[src/rtl/atsc_seg_source.sv]
// ATSC data-segment symbol source with an AXI4-Stream master output.
// Each segment is four sync symbols followed by SEG_LEN-4 LFSR-driven 8-level
// data symbols. Every symbol is scaled by a gain, offset by a DC term and
// saturated onto I. Q carries a constant DC value.
module atsc_seg_source #(
   parameter int          SEG_LEN   = 832,
   parameter logic [15:0] LFSR_SEED = 16'hACE1
) (
   input  logic               ap_clk,
   input  logic               ap_rst_n,
   input  logic               start,
   input  logic               stop,
   input  logic        [15:0] cfg_num_segs,
   input  logic        [7:0]  cfg_amp,
   input  logic signed [15:0] cfg_dc_i,
   input  logic signed [15:0] cfg_dc_q,
   input  logic        [11:0] cfg_spp,
   output logic        [31:0] out_TDATA,
   output logic               out_TVALID,
   input  logic               out_TREADY,
   output logic               out_TLAST,
   output logic               busy,
   output logic        [15:0] seg_count
);

   localparam logic [1:0]  ST_IDLE = 2'd0;
   localparam logic [1:0]  ST_SYNC = 2'd1;
   localparam logic [1:0]  ST_DATA = 2'd2;
   localparam logic [15:0] SEG_LEN16 = 16'(SEG_LEN);
   localparam logic [15:0] SEG_LAST  = 16'(SEG_LEN - 1);

   // Clamp the 18-bit signed sum onto the 16-bit signed sample range.
   function automatic logic signed [15:0] sat16(input logic signed [17:0] v);
      if (v > 18'sd32767)
         return 16'sh7FFF;
      else if (v < -18'sd32768)
         return 16'sh8000;
      else
         return v[15:0];
   endfunction

   // Configuration captured on an accepted start.
   logic        [15:0] num_segs_r;
   logic        [7:0]  amp_r;
   logic signed [15:0] dc_i_r;
   logic signed [15:0] dc_q_r;
   logic        [15:0] spp_eff_r;

   // p0: generator state describing the next beat to be loaded.
   logic [1:0]  state_p0;
   logic [15:0] idx_p0;
   logic [15:0] lfsr_p0;
   logic [15:0] pkt_p0;
   logic [15:0] segs_p0;

   // p1: beat held in the output register.
   logic last_p1;
   logic seg_end_p1;
   logic fin_p1;
   logic stop_pend;

   logic               accept_start;
   logic               stop_any;
   logic               hs;
   logic               final_now;
   logic               load;
   logic               seg_last_p0;
   logic               count_done_p0;
   logic               beat_fin_p0;
   logic               pkt_last_p0;
   logic        [15:0] lfsr_next_p0;
   logic signed [3:0]  level_p0;
   logic signed [12:0] prod_p0;
   logic signed [17:0] sum_p0;

   assign accept_start = start & ~busy;
   assign stop_any     = busy & (stop | stop_pend);
   assign hs           = out_TVALID & out_TREADY;
   // A segment-end beat already sitting in the output register becomes the
   // final beat if a stop is seen before (or while) it is accepted.
   assign final_now    = out_TVALID & (fin_p1 | (seg_end_p1 & stop_any));
   assign load         = (state_p0 != ST_IDLE) & (~out_TVALID | out_TREADY) & ~final_now;
   assign out_TLAST    = out_TVALID & (last_p1 | (seg_end_p1 & stop_any));

   assign seg_last_p0   = (idx_p0 == SEG_LAST);
   assign count_done_p0 = (num_segs_r != 16'd0) && (segs_p0 == num_segs_r - 16'd1);
   assign beat_fin_p0   = seg_last_p0 & (count_done_p0 | stop_any);
   assign pkt_last_p0   = (pkt_p0 == spp_eff_r - 16'd1);
   assign lfsr_next_p0  = {lfsr_p0[0] ^ lfsr_p0[2] ^ lfsr_p0[3] ^ lfsr_p0[5], lfsr_p0[15:1]};

   // Symbol level: fixed sync pattern, or 2*v-7 from the low LFSR bits.
   always_comb begin
      level_p0 = 4'sd0;
      if (state_p0 == ST_SYNC)
         level_p0 = (idx_p0[1:0] == 2'd0 || idx_p0[1:0] == 2'd3) ? 4'sd5 : -4'sd5;
      else
         level_p0 = {~lfsr_p0[2], lfsr_p0[1:0], 1'b1};
   end

   assign prod_p0 = level_p0 * $signed({1'b0, amp_r});
   assign sum_p0  = {{5{prod_p0[12]}}, prod_p0} + {{2{dc_i_r[15]}}, dc_i_r};

   // Latch configuration only when a start is accepted.
   always_ff @(posedge ap_clk) begin
      if (accept_start) begin
         num_segs_r <= cfg_num_segs;
         amp_r      <= cfg_amp;
         dc_i_r     <= cfg_dc_i;
         dc_q_r     <= cfg_dc_q;
         spp_eff_r  <= (cfg_spp == 12'd0) ? SEG_LEN16 : {4'd0, cfg_spp};
      end
   end

   // Generator FSM, symbol index, LFSR and packet/segment counters.
   always_ff @(posedge ap_clk) begin
      if (!ap_rst_n || accept_start) begin
         state_p0 <= accept_start && ap_rst_n ? ST_SYNC : ST_IDLE;
         idx_p0   <= 16'd0;
         lfsr_p0  <= LFSR_SEED;
         pkt_p0   <= 16'd0;
         segs_p0  <= 16'd0;
      end else if (load) begin
         if (state_p0 == ST_DATA)
            lfsr_p0 <= lfsr_next_p0;
         pkt_p0 <= pkt_last_p0 ? 16'd0 : pkt_p0 + 16'd1;
         if (seg_last_p0) begin
            idx_p0   <= 16'd0;
            segs_p0  <= segs_p0 + 16'd1;
            state_p0 <= beat_fin_p0 ? ST_IDLE : ST_SYNC;
         end else begin
            idx_p0 <= idx_p0 + 16'd1;
            if (idx_p0 == 16'd3)
               state_p0 <= ST_DATA;
         end
      end else if (hs && final_now) begin
         state_p0 <= ST_IDLE;
      end
   end

   // ---- p0 -> p1: output register, refilled when empty or being drained ----
   always_ff @(posedge ap_clk) begin
      if (!ap_rst_n) begin
         out_TVALID <= 1'b0;
         out_TDATA  <= 32'd0;
         last_p1    <= 1'b0;
         seg_end_p1 <= 1'b0;
         fin_p1     <= 1'b0;
      end else if (load) begin
         out_TVALID <= 1'b1;
         out_TDATA  <= {sat16(sum_p0), dc_q_r};
         last_p1    <= pkt_last_p0 | beat_fin_p0;
         seg_end_p1 <= seg_last_p0;
         fin_p1     <= beat_fin_p0;
      end else if (hs) begin
         out_TVALID <= 1'b0;
         last_p1    <= 1'b0;
         seg_end_p1 <= 1'b0;
         fin_p1     <= 1'b0;
      end
   end

   // Busy flag, pending stop and count of fully transferred segments.
   always_ff @(posedge ap_clk) begin
      if (!ap_rst_n) begin
         busy      <= 1'b0;
         stop_pend <= 1'b0;
         seg_count <= 16'd0;
      end else if (accept_start) begin
         busy      <= 1'b1;
         stop_pend <= 1'b0;
         seg_count <= 16'd0;
      end else begin
         if (hs && seg_end_p1)
            seg_count <= seg_count + 16'd1;
         if (hs && final_now) begin
            busy      <= 1'b0;
            stop_pend <= 1'b0;
         end else if (busy && stop) begin
            stop_pend <= 1'b1;
         end
      end
   end

endmodule

[config.mk]
export PLATFORM = sky130hd
export DESIGN_NAME = atsc_seg_source
export DESIGN_NICKNAME = d
export VERILOG_FILES = /design/src/rtl/atsc_seg_source.sv
export SDC_FILE = /design/constraint.sdc
export NUM_CORES = 1
export LEC_CHECK = 0
export CORE_MARGIN = 1.5
export CORE_UTILIZATION = 28
export DETAILED_ROUTE_END_ITERATION = 10
export MAX_ROUTING_LAYER = met4
export PLACE_DENSITY = 0.49
export RECOVER_POWER = 25
export SYNTH_ARGS = -nofsm -noshare
export SYNTH_HDL_FRONTEND = slang
export SYNTH_SLANG_ARGS = --single-unit
export TNS_END_PERCENT = 30
[constraint.sdc]
create_clock -name ap_clk -period 7.3 [get_ports ap_clk]
set_input_delay 1.095 -clock ap_clk [delete_from_list [all_inputs] [get_ports ap_clk]]
set_output_delay 1.095 -clock ap_clk [all_outputs]
set_load 0.02 [all_outputs]
==> out/summary.txt, run 1 <==
Status: finished, final reports clean
Port buffer count: 123
Comb pwr share: 31.7%
Via density: 4.65
Syn Area/Cell: 9.50 sq um
Fmax: 0.173 GHz
Worst setup SP type: flop
Global-route wire length before repair: 38.3 mm
Die span in y: 191 microns
WL final: 23.4 mm
Synth top area cells: dfxtp_1 24%, edfxtp_1 21%, ha_1 5.3%
Cts repair resizes: 0
Crit-path cells: ha_1, and3_1, a21oi_1, nor2b_1, fa_1, inv_1, fa_1, fa_1, inv_1, ha_1, o21ai_0, o21a_1, o311ai_0, a21oi_1, nor3b_2, buf_4, maj3_1, a21oi_1
Register area: 0.00446 sq mm
Critical-path top delay cell: o311ai_0
Die ar.: 0.0367 sq mm
NumNets Final: 1291
Sequential power share: 39.1%
Detailed Routing Iterations Pass 1: 4
CP Max Fanout: 13
Crit path DAT: 6.09 ns
Worst Tran Pin Value: 1.11 ns
Max clock buf depth: 2
Largest net degree at the start of global routing: 70
Post-CTS Hold Fix Bufs: 0
Hold Vio Cnt, Final: 0
Multi-input gate area: 0.00504 sq mm
Iter 0 DRT Violations: 311
CTS tree: done
Power Dens Cells: 254 mW/mm^2
Async set-reset flop share out of synthesis: 0%
Final clock skew: 0.0142 ns
Num CTS Buffers: 17
Core area: 0.0347 sq mm
Setup slack, reg-to-reg: 1.52 ns
Clk_lat worst skew: 0.45 ns
Post-synth top area cell: dfxtp_1
M1 wire length: 11.4 mm
Final GP Congestion: 0.756
Tcrit/Tclk final: 79.2%
Clock slew at reported path FFs: 0.08 ns
Post-Place Cells: 1588
Post-CTS Repair Setup Buffers: 0
Switch Pwr: 1.06 mW
Post-DRT Antenna Nets: 0
Worst setup startpoint: idx_p0[0]$_SDFFE_PP0P_
Clock share of power: 29.2%
Final Setup Violations: 0
Req. time, crit path: 7.61 ns
WP buf/inv: 3
Clock sink total: 188
FF+latch count, synth: 188
Remaining DRCs: 0
Cell variety after synth: 65
Vias post-DR: 7555
Pwr Total: 3.10 mW
Hold WC Path Type: flop to flop
Share of layout cells above drive strength 1: 4.98%
RR Startpoint: idx_p0[0]$_SDFFE_PP0P_
Internal cell power: 2.03 mW
Max-cap violations: 0
Most frequent cell after synthesis: dfxtp_1
Mapped Cells: 1047
Mapped Area: 0.00995 sq mm
Total track usage: 13.7%
Vias in the first global route: 7359
Met2 wire len: 10.6 mm
Syn nets: 1186
Detailed-route wire length per cell: 14.4 microns
Crit path time final: 5.78 ns
Finished Layout Cells: 1624
Hpwl dp: 16.7 mm
Top cells by count, synth: 118 x dfxtp_1, 104 x nand2_1, 89 x nor2_1
I/O pin count: 124
Max incr delay on CP: 0.64 ns
Initial cell density of the core: 28.7%
Most used DFF post-synth: dfxtp_1
Initial antenna violation count: 4
EDFF count, synth: 70
Post-synthesis sequential area ratio: 44.9%
Peak VDD IR: 0.171 mV
RSZ-0062 raised after global routing: no
Layout fillers: 3594
Synth-to-Final Area Change: 22.6%
Setup TNS Final: 0 ns
Total gr overflow: 0
Clk root buf: clkbuf_16
Leak: 4.48 nW
Hold path start: out_TDATA[9]$_SDFFE_PN0P_
CP Capture Type: flop
Met3 WL: 1.15 mm
Count of pins over their slew limit: 0
Switching Share: 34.3%
Slew headroom: 26.1%
Die width: 191 microns
Crit Path Category: flop to flop
Yosys warning count: 0
Top layer in use: met4
Top-area cell type share of the netlist area: 23.8%
H-tree Lvls: 4
Core Rows: 68
Crit path max-delay family: adder cells
-- power groups by stage --
stage	logic (mW)	clock network [mW]	registers (mW)
2_1_floorplan	0.654	0	1.26
3_3_place_gp	0.997	0	1.24
3_5_place_dp	0.996	0	1.23
4_1_cts	1.01	0.943	1.21
5_1_grt	1.11	0.983	1.22
6_report	0.982	0.906	1.21
-- tightest hold or removal path: stages, from the launching register on --
cell and delay, ns:
dfxtp_1 0.31, nand2_1 0.05, a21oi_1 0.05
-- cell usage in the layout (no fill, tap or decap), drive strengths merged, types with 3 or more instances in the layout --
master,n
nand4,17
buf,7
inv,78
clkinv,6
and2,10
a21o,7
edfxtp,70
clkbuf,19
nor3,29
a21oi,75
a2111oi,3
nor3b,4
ha,42
o31a,4
o21ai,41
nand2,104
maj3,15
nand3b,4
fa,24
nor2,89
o31ai,7
clkdlybuf4s50,54
nand3,41
xnor2,53
a211oi,5
or2,8
o21a,3
dlygate4sd3,69
or3,20
or4,7
and3,16
xor2,48
o21bai,4
nor4,14
nand2b,11
nor2b,9
diode,4
a31oi,5
dfxtp,118
-- area by class of cell --
cell class / instances / area share, %
clock buffer: 17 / 3.49
antenna: 4 / 0.0821
multi-input combinational: 743 / 41.4
inverter: 70 / 2.16
sequential: 188 / 36.6
tap: 455 / 4.67
clock inverter: 15 / 1.04
timing repair buffer: 132 / 10.6
-- metrics by stage --
| stage | instance area (sq um) | util, % | hold WS [ns] | setup WS (ns) |
|---|---|---|---|---|
| final | 12200 | 35.1 | 0.455 | 1.52 |
| after global routing | 12200 | 35.1 | 0.484 | 1.10 |
| after CTS | 12200 | 35.1 | 0.455 | 1.51 |
| after detailed placement | 11600 | 33.5 | 0.444 | 1.54 |
| after global placement | 11600 | 33.5 | 0.443 | 1.71 |
| after floorplan | 9950 | - | 0.432 | 1.95 |
-- path summary, 6_finish.rpt --
path / endpoint / depth (start not counted)
max: out_TDATA[23]$_SDFFE_PN0P_ / 18
min: out_TDATA[9]$_SDFFE_PN0P_ / 2
max reg2reg: out_TDATA[23]$_SDFFE_PN0P_ / 18
min reg2reg: out_TDATA[9]$_SDFFE_PN0P_ / 2
-- layer usage --
metal,global-route usage [%],vias to the layer above
li1,-,3839
met1,17.5,3567
met2,21.4,134
met3,3.62,15
met4,4.03,0
met5,-,-
-- flip-flops by register name, summed over array words and instances, names as in the netlist, 2 cells and up --
register and flops:
amp_r 8, segs_p0 16, num_segs_r 16, dc_i_r 16, dc_q_r 16, idx_p0 16
out_TDATA 32, seg_count 16, lfsr_p0 16, pkt_p0 16, spp_eff_r 12, state_p0 2
-- logic make-up after synthesis --
group           count (synthesis)  share of synthesized area (%)
xor+xnor                      101                           8.89
mux                             2                          0.201
flops                         188                           44.9
buf+inv                       116                           4.53
fa+ha+maj                      81                           11.6
simple gates                  390                           19.5
compound gates                169                           10.3
Power figures use the tool's default switching activity.
==> inputs of run 2 (changes only) <==
Clock period 7.3 ns to 5.95 ns, I/O delays scaled along.
==> out/summary.txt, run 2 (synthesis gave the netlist of run 1 again) <==
Detailed-route wire length per cell: 14.5 microns
Multi-input gate area: 0.00505 sq mm
Initial antenna violation count: 2
Commonest non-fill, non-tap cell in the layout: dfxtp_1
NumNets Final: 1293
Slew headroom: -25.8%
RSZ-0062 raised after global routing: no
Failing checks: max-capacitance violations, max-slew violations
WL final: 23.5 mm
Internal cell power: 2.56 mW
Layout fillers: 3590
Final GP Congestion: 0.779
Setup ws final: 0.524 ns
Crit-path most repeated cell: fa_1
Sequential power share: 38.4%
Post-layout util: 35.3%
Hold Path Depth: 2
Worst Tran Pin Value: 1.89 ns
Iter 0 DRT Violations: 405
Worst setup SP type: flop
Switching Share: 33.9%
Num CTS Buffers: 17
Critical-path top delay cell: fa_1
Critical path depth in cells: 17
Leak: 4.50 nW
Tcrit/Tclk final: 91.2%
Post-DRT Antenna Nets: 0
Die ar.: 0.0367 sq mm
Clock share of power: 30.0%
Count of pins over their slew limit: 40
Post-Place Worst Slack: 0.188 ns
I/O pin count: 124
Clk root buf: clkbuf_16
Fmax: 0.184 GHz
Register area: 0.00446 sq mm
CP Capture Type: flop
Port buffer count: 123
Clock slew at reported path FFs: 0.08 ns
Core area: 0.0347 sq mm
Pwr Total: 3.88 mW
Clock sink total: 188
Hold WC Path Type: flop to flop
Most frequent cells in the layout: 118 x dfxtp_1, 104 x nand2_1, 87 x nor2_1, 75 x a21oi_1, 70 x edfxtp_1
Clk_lat worst skew: 0.45 ns
Hold Vio Cnt, Final: 0
Largest net degree at the start of global routing: 70
Crit Path Category: flop to flop
Cts repair resizes: 0
Finished Layout Cells: 1624
Synth-to-Final Area Change: 23.1%
Vias in the first global route: 7430
Initial cell density of the core: 28.7%
Die span in y: 191 microns
R2R cell count: 17
Via density: 4.67
Setup slack, reg-to-reg: 0.52 ns
Peak VDD IR: 0.254 mV
CP Max Fanout: 11
Post-CTS Hold Fix Bufs: 0
Final clock skew: 0.0139 ns
Comb pwr share: 31.6%
Core Rows: 68
Hold WS: 0.456 ns
Max clock buf depth: 2
Setup TNS Final: 0 ns
Max incr delay on CP: 0.54 ns
Total gr overflow: 0
Share of layout cells above drive strength 1: 5.31%
Hpwl dp: 16.8 mm
Placed cell areas: 0.0117 sq mm
Die width: 191 microns
Final instance area: 0.0122 sq mm
Detailed Routing Iterations Pass 1: 5
Final Setup Violations: 0
Req. time, crit path: 6.34 ns
Crit path time final: 5.43 ns
Global-route wire length before repair: 38.8 mm
Crit path max-delay family: adder cells
Total track usage: 14.0%
Remaining DRCs: 0
Max-cap violations: 1
Biggest register: out_TDATA
Power Dens Cells: 317 mW/mm^2
Crit-path cells: ha_1, and3_1, nor2_2, or2_2, fa_1, fa_1, inv_1, fa_1, ha_1, a211oi_1, o21ai_0, a311oi_1, o31ai_1, xnor2_2, buf_4, maj3_1, a21oi_1
Crit path DAT: 5.81 ns
Switch Pwr: 1.31 mW
Max FFs per register: 32
H-tree Lvls: 4
CTS tree: done
Post-CTS Repair Setup Buffers: 0
Vias post-DR: 7581
WP buf/inv: 2
Post-Place Cells: 1590
Status: finished, violations left
run 2: cell count changes in the layout (fill, tap and decap cells not counted), sizes merged:
cell / before / now
buf: 7 / 9
clkbuf: 19 / 23
clkdlybuf4s50: 54 / 57
clkinv: 6 / 1
clkinvlp: 1 / 0
diode: 4 / 2
dlygate4sd3: 69 / 66
inv: 78 / 80
run 2: final cells by class:
class	instances	share of cell area [%]
timing repair buffer	134	10.7
antenna	2	0.0409
inverter	70	2.16
clock buffer	21	4.03
sequential	188	36.5
clock inverter	11	0.746
multi-input combinational	743	41.3
tap	455	4.65
run 2: tightest hold or removal path: cells and delay by family, from the launching register on:
| kind | cells | cell delay, ns |
|---|---|---|
| AO/OA/AOI/OAI | 1 | 0.05 |
| flip-flops | 1 | 0.31 |
| AND/OR/NAND/NOR | 1 | 0.05 |
run 2: path summary, 6_finish.rpt:
kind,start,end
max,idx_p0[0]$_SDFFE_PP0P_,out_TDATA[19]$_SDFFE_PN0P_
min,out_TDATA[10]$_SDFFE_PN0P_,out_TDATA[10]$_SDFFE_PN0P_
max reg2reg,idx_p0[0]$_SDFFE_PP0P_,out_TDATA[19]$_SDFFE_PN0P_
min reg2reg,out_TDATA[10]$_SDFFE_PN0P_,out_TDATA[10]$_SDFFE_PN0P_
run 2: metal layers:
metal / GRT usage (%) / up-vias / share of wire [%]
met5: - / - / 0
met2: 21.2 / 126 / 45
met1: 18.3 / 3606 / 50
li1: - / 3832 / -
met4: 4.18 / 0 / 1.2
met3: 3.49 / 17 / 4.2
run 2: power groups by stage:
stage               combinational (mW)  clock [mW]  sequential [mW]
floorplan                        0.802           0             1.55
CTS                               1.24        1.21             1.49
global route                      1.38        1.26             1.50
detailed placement                1.23           0             1.52
global placement                  1.23           0             1.52
finish                            1.22        1.16             1.49
==> inputs of run 3 (changes only) <==
Settings changed: TNS_END_PERCENT 30 to 10.
==> results of run 3 <==
Same layout as run 2: the final DEF is identical, and so are final timing and power.
